### config.mk
export PLATFORM = sky130hd
export DESIGN_NAME = countdown_timer
export DESIGN_NICKNAME = d
export VERILOG_FILES = /design/src/rtl/countdown_timer.sv
export SDC_FILE = /design/constraint.sdc
export NUM_CORES = 1
export LEC_CHECK = 0
export CAP_MARGIN = 20
export CORE_MARGIN = 10
export CORE_UTILIZATION = 56
export CTS_BUF_LIST = sky130_fd_sc_hd__clkbuf_4
export DETAILED_ROUTE_END_ITERATION = 7
export PLACE_DENSITY = 0.8
export SYNTH_ARGS = -nofsm -noshare
export SYNTH_HDL_FRONTEND = slang
export SYNTH_SLANG_ARGS = --single-unit
export TNS_END_PERCENT = 100
### constraint.sdc
create_clock -name clk_50mhz -period 2.1 [get_ports clk_50mhz]
set_input_delay 0.42 -clock clk_50mhz [delete_from_list [all_inputs] [get_ports clk_50mhz]]
set_output_delay 0.42 -clock clk_50mhz [all_outputs]
set_load 0.01 [all_outputs]
### src/rtl/countdown_timer.sv
// Two-digit BCD countdown timer with sticky expiry flag and direct seven-segment drive.
// Define COUNTDOWN_AUTO_RELOAD_EN to reload the preset on expiry and pulse done instead.
module countdown_timer #(
    parameter int unsigned TICK_DIV   = 50000000,
    parameter int unsigned PRESCALE_W = 26
) (
    input  logic       clk_50mhz,
    input  logic       reset_n,
    input  logic       load,
    input  logic       start,
    input  logic       stop,
    input  logic [7:0] load_value,
    output logic [6:0] seg_tens,
    output logic [6:0] seg_ones,
    output logic       running,
    output logic       done
);

    typedef enum logic [1:0] {
        StIdle    = 2'b00,
        StRunning = 2'b01,
        StExpired = 2'b10
    } state_e;

    localparam logic [PRESCALE_W-1:0] TickMax = PRESCALE_W'(TICK_DIV - 1);

    state_e                state_q, state_d;
    logic [3:0]            tens_q, tens_d;
    logic [3:0]            ones_q, ones_d;
    logic [7:0]            preset_q, preset_d;
    logic [PRESCALE_W-1:0] prescaler_q, prescaler_d;
    logic                  tick;
    logic                  expire;
`ifdef COUNTDOWN_AUTO_RELOAD_EN
    logic                  done_q, done_d;
`endif

    function automatic logic [3:0] clamp_bcd(input logic [3:0] n);
        return (n > 4'd9) ? 4'd9 : n;
    endfunction

    function automatic logic [6:0] seg_decode(input logic [3:0] d);
        case (d)
            4'd0:    return 7'b1000000;
            4'd1:    return 7'b1111001;
            4'd2:    return 7'b0100100;
            4'd3:    return 7'b0110000;
            4'd4:    return 7'b0011001;
            4'd5:    return 7'b0010010;
            4'd6:    return 7'b0000010;
            4'd7:    return 7'b1111000;
            4'd8:    return 7'b0000000;
            4'd9:    return 7'b0010000;
            default: return 7'b1111111;
        endcase
    endfunction

    always_comb begin
        state_d     = state_q;
        tens_d      = tens_q;
        ones_d      = ones_q;
        preset_d    = preset_q;
        prescaler_d = prescaler_q;
        tick        = 1'b0;
        expire      = 1'b0;
`ifdef COUNTDOWN_AUTO_RELOAD_EN
        done_d      = 1'b0;
`endif

        // The prescaler also advances on a stop cycle, so the tick on that edge still lands.
        if (state_q == StRunning) begin
            if (prescaler_q == TickMax) begin
                prescaler_d = '0;
                tick        = 1'b1;
            end else begin
                prescaler_d = prescaler_q + 1'b1;
            end
        end

        if (tick) begin
            expire = ({tens_q, ones_q} == 8'h01);
            if (ones_q != 4'd0) begin
                ones_d = ones_q - 4'd1;
            end else begin
                ones_d = 4'd9;
                tens_d = tens_q - 4'd1;
            end
        end

        case (state_q)
            StIdle: begin
                if (start && !stop && ({tens_q, ones_q} != 8'h00)) begin
                    state_d = StRunning;
                end
            end
            StRunning: begin
                if (expire) begin
`ifdef COUNTDOWN_AUTO_RELOAD_EN
                    tens_d = preset_q[7:4];
                    ones_d = preset_q[3:0];
                    done_d = 1'b1;
                    if (stop) begin
                        state_d = StIdle;
                    end
`else
                    state_d = StExpired;
`endif
                end else if (stop) begin
                    state_d = StIdle;
                end
            end
            StExpired: state_d = StExpired;
            default:   state_d = StIdle;
        endcase

        if (load) begin
            tens_d      = clamp_bcd(load_value[7:4]);
            ones_d      = clamp_bcd(load_value[3:0]);
            preset_d    = {clamp_bcd(load_value[7:4]), clamp_bcd(load_value[3:0])};
            prescaler_d = '0;
            state_d     = StIdle;
`ifdef COUNTDOWN_AUTO_RELOAD_EN
            done_d      = 1'b0;
`endif
        end
    end

    always_ff @(posedge clk_50mhz or negedge reset_n) begin
        if (!reset_n) begin
            state_q     <= StIdle;
            tens_q      <= 4'd0;
            ones_q      <= 4'd0;
            preset_q    <= 8'h00;
            prescaler_q <= '0;
`ifdef COUNTDOWN_AUTO_RELOAD_EN
            done_q      <= 1'b0;
`endif
        end else begin
            state_q     <= state_d;
            tens_q      <= tens_d;
            ones_q      <= ones_d;
            preset_q    <= preset_d;
            prescaler_q <= prescaler_d;
`ifdef COUNTDOWN_AUTO_RELOAD_EN
            done_q      <= done_d;
`endif
        end
    end

    assign running  = (state_q == StRunning);
`ifdef COUNTDOWN_AUTO_RELOAD_EN
    assign done     = done_q;
`else
    assign done     = (state_q == StExpired);
`endif
    assign seg_tens = seg_decode(tens_q);
    assign seg_ones = seg_decode(ones_q);

endmodule
==> summary.md <==
| Metric | Value |
|---|---|
| Critical Path RT | `1680 ps` |
| Pwr per Cell Area | `581 nW/um2` |
| Clk buf depth | `2` |
| Die Area | `7450 um2` |
| CTS tree | `yes` |
| Initial Util | `0.573` |
| Synth cell types | `52` |
| Leading register cell type out of synthesis | `dfrtp_1` |
| Period utilization | `0.998` |
| Initial antenna violation count | `0` |
| Syn_nets | `319` |
| Placed Area | `2940 um2` |
| Share of cells above drive strength 1 | `0.242` |
| Crit-path max FO | `4` |
| GRT Resource Usage Total | `0.177` |
| Fin Clk Skew | `10.6 ps` |
| Largest net degree at the start of global routing | `37` |
| Fin Setup TNS | `0 ps` |
| DR iter-0 viols | `171` |
| Grt total ovfl | `0` |
| H-tree Lvls | `2` |
| First-pass GRT wire length | `10900 um` |
| Worst-path clk slew | `120 ps` |
| Maximum clock rate | `477 MHz` |
| Hold Vio Cnt, Final | `0` |
| Post-Syn Area | `2460 um2` |
| Detailed Route WL | `6680 um` |
| Antenna diodes | `0` |
| TritonCTS buffer count | `5` |
| Syn Area/Cell | `8.37 um2` |
| Via density | `6.05` |
| Drt drc | `0` |
| ANT nets after route | `0` |
| Run status | `finished, final reports clean` |
| Seq/Total Area, Yosys | `0.366` |
| Number of global-route vias before repair | `2254` |
| Dpl ws | `4.97 ps` |
| CP Launch Type | `flip-flop` |
| Max-slew headroom | `0.659` |
| Worst-margin pin slew | `507 ps` |
| Leakage dissipation | `1.31 nW` |
| Setup ws final | `4.95 ps` |
| Final Setup Violations | `0` |
| Die Y | `86.3 um` |
| Critical path class | `reg -> out` |
| # port buffers | `28` |
| Rows | `24` |
| Post-detail-place hpwl | `4650 um` |
| # clock sinks | `36` |
| Router iterations before antenna repair | `4` |
| Finished Cell Area | `3130 um2` |
| Post-synthesis async set-or-reset flop share | `1.00` |
| Minimum clock period | `2100 ps` |
| Core box area | `4290 um2` |
| Top Ports | `29` |
| Max-cap violations | `0` |
| Worst-Skew Late Latency | `370 ps` |
| Final #Nets | `371` |
| Die width | `86.3 um` |
| VDD IR max | `568 uV` |
| Worst hold path class | `in -> async` |
| Number of synthesized flops with an enable pin | `0` |
| Mapped Cells | `294` |
| Slew Limit Fails | `0` |
| Root buffer cell | `clkbuf_4` |
| Area growth from synthesis to layout | `27.0%` |
| Ys Warns | `0` |
| WL/cell | `16.7 um` |
| Setup repair after global routing missed its margin | `true` |
| Vias | `2413` |
| Seq cells post-synth | `36` |
| RePlAce Congestion | `0.874` |
| Critical Path AT | `1680 ps` |
| CP endpoint kind | `output port` |
| Core Util, Final | `0.728` |
-- kinds of logic (layout without fill, tap and decap cells) --
group / count (synthesis) / count (layout) / share of synthesized area
compound gates: 70 / 70 / 0.185
mux: 2 / 2 / 0.00813
fa+ha+maj: 12 / 12 / 0.0610
flops: 36 / 36 / 0.366
buf+inv: 24 / 77 / 0.0417
xor+xnor: 12 / 12 / 0.0427
simple gates: 138 / 138 / 0.295
-- cell type report --
type,instances,area [um2]
Multi-Input combinational cell,234,1570
Fill cell,333,1170
Sequential cell,36,906
Timing Repair Buffer,57,457
Tap cell,52,65.1
Clock buffer,6,45.0
Inverter,12,45.0
Clock inverter,2,35.0
-- final timing paths --
path | from | slack, ps | depth (start not counted) | endpoint
worst max-delay path | ones_q[0] | 5 | 6 | seg_ones[6]
worst min-delay path | reset_n | 470 | 2 | prescaler_q[22]
worst max register to register | prescaler_q[7] | 140 | 4 | prescaler_q[23]
worst min register to register | state_q[1] | 470 | 1 | state_q[0]
max in group asynchronous | reset_n | 1260 | 2 | ones_q[0]
min in group clk_50mhz | state_q[1] | 470 | 1 | state_q[0]
-- layer usage --
metal  vias up  global-route usage  share of wire
met2        72               0.281           0.48
li1       1183                   -              -
met4         0              0.0722          0.018
met3        13              0.0385          0.065
met1      1145               0.229           0.44
met5         -                   0              0
-- registers in the layout, indices dropped and copies added (netlist names) --
signal and cells:
state_q 2, tens_q 4, ones_q 4, prescaler_q 26
-- critical path, stage by stage (launching register included) --
cell and delay [ps]:
dfrtp_2 480, buf_6 130, ha_2 180, nand2b_4 150
a21oi_2 170, nor2_1 50, buf_2 140
-- through the flow --
step / power, mW / hold WS [ps] / instances
6_report: 1.82 / 466 / 399
5_1_grt: 1.91 / 496 / 399
4_1_cts: 1.78 / 473 / 399
3_5_place_dp: 1.27 / 464 / 387
3_3_place_gp: 1.27 / 446 / 387
2_1_floorplan: 1.01 / 124 / 294
-- where the power goes --
| group | internal (mW) | total, mW | switching (mW) |
|---|---|---|---|
| registers | 0.718 | 0.766 | 0.0479 |
| clock network | 0.262 | 0.523 | 0.260 |
| logic | 0.242 | 0.527 | 0.285 |
-- Yosys cell counts (all sizes together), types with 2 or more instances --
cell     n  area (um2)
a211oi   2        27.5
o21a     3        22.5
and4     4        36.3
nor4    11        68.8
a221o    3        30.0
and3     7        45.1
xor2     7        61.3
nand3   13        77.6
o211ai   4        30.0
xnor2    5        43.8
a21oi   25         125
inv     11        41.3
a31oi    6        37.5
or2      2        12.5
nand2b   8        50.1
buf      6        35.0
nand3b   2        15.0
o31ai    3        22.5
ha      12         150
nor2    36         135
a31o     2        17.5
or3      3        18.8
nand4   11        75.1
dfrtp   36         901
nor3     7        40.0
nand2   29         109
mux2i    2        20.0
o21ai   14        70.1
clkbuf   6        22.5
-- what timing repair did --
action,in CTS,in global routing
hold endpoints to repair,0,0
buffers inserted,4,0
resized for setup,52,25
endpoints found under the setup margin,14,18
hold buffers,0,0
pin swaps,2,6
-- layout by cell type, fill, tap and decap left out, types with 4 or more instances in the layout --
cell	Yosys	layout
nor2_1	36	34
dfrtp_1	36	32
nand2_1	29	28
buf_4	0	26
a21oi_1	25	19
clkdlybuf4s50_1	0	13
o21ai_0	13	12
nand3_1	12	12
nand4_1	10	10
nor4_1	11	10
buf_2	4	8
inv_1	11	7
nand2b_1	8	7
xor2_1	7	7
ha_1	12	7
a21oi_2	0	6
and3_1	6	6
nor3_1	6	6
a31oi_1	6	6
clkbuf_4	0	6
xnor2_1	5	5
inv_2	0	4
o211ai_1	4	4
ha_4	0	4
dfrtp_2	0	4
dlygate4sd2_1	0	4
Power figures use the tool's default switching activity.
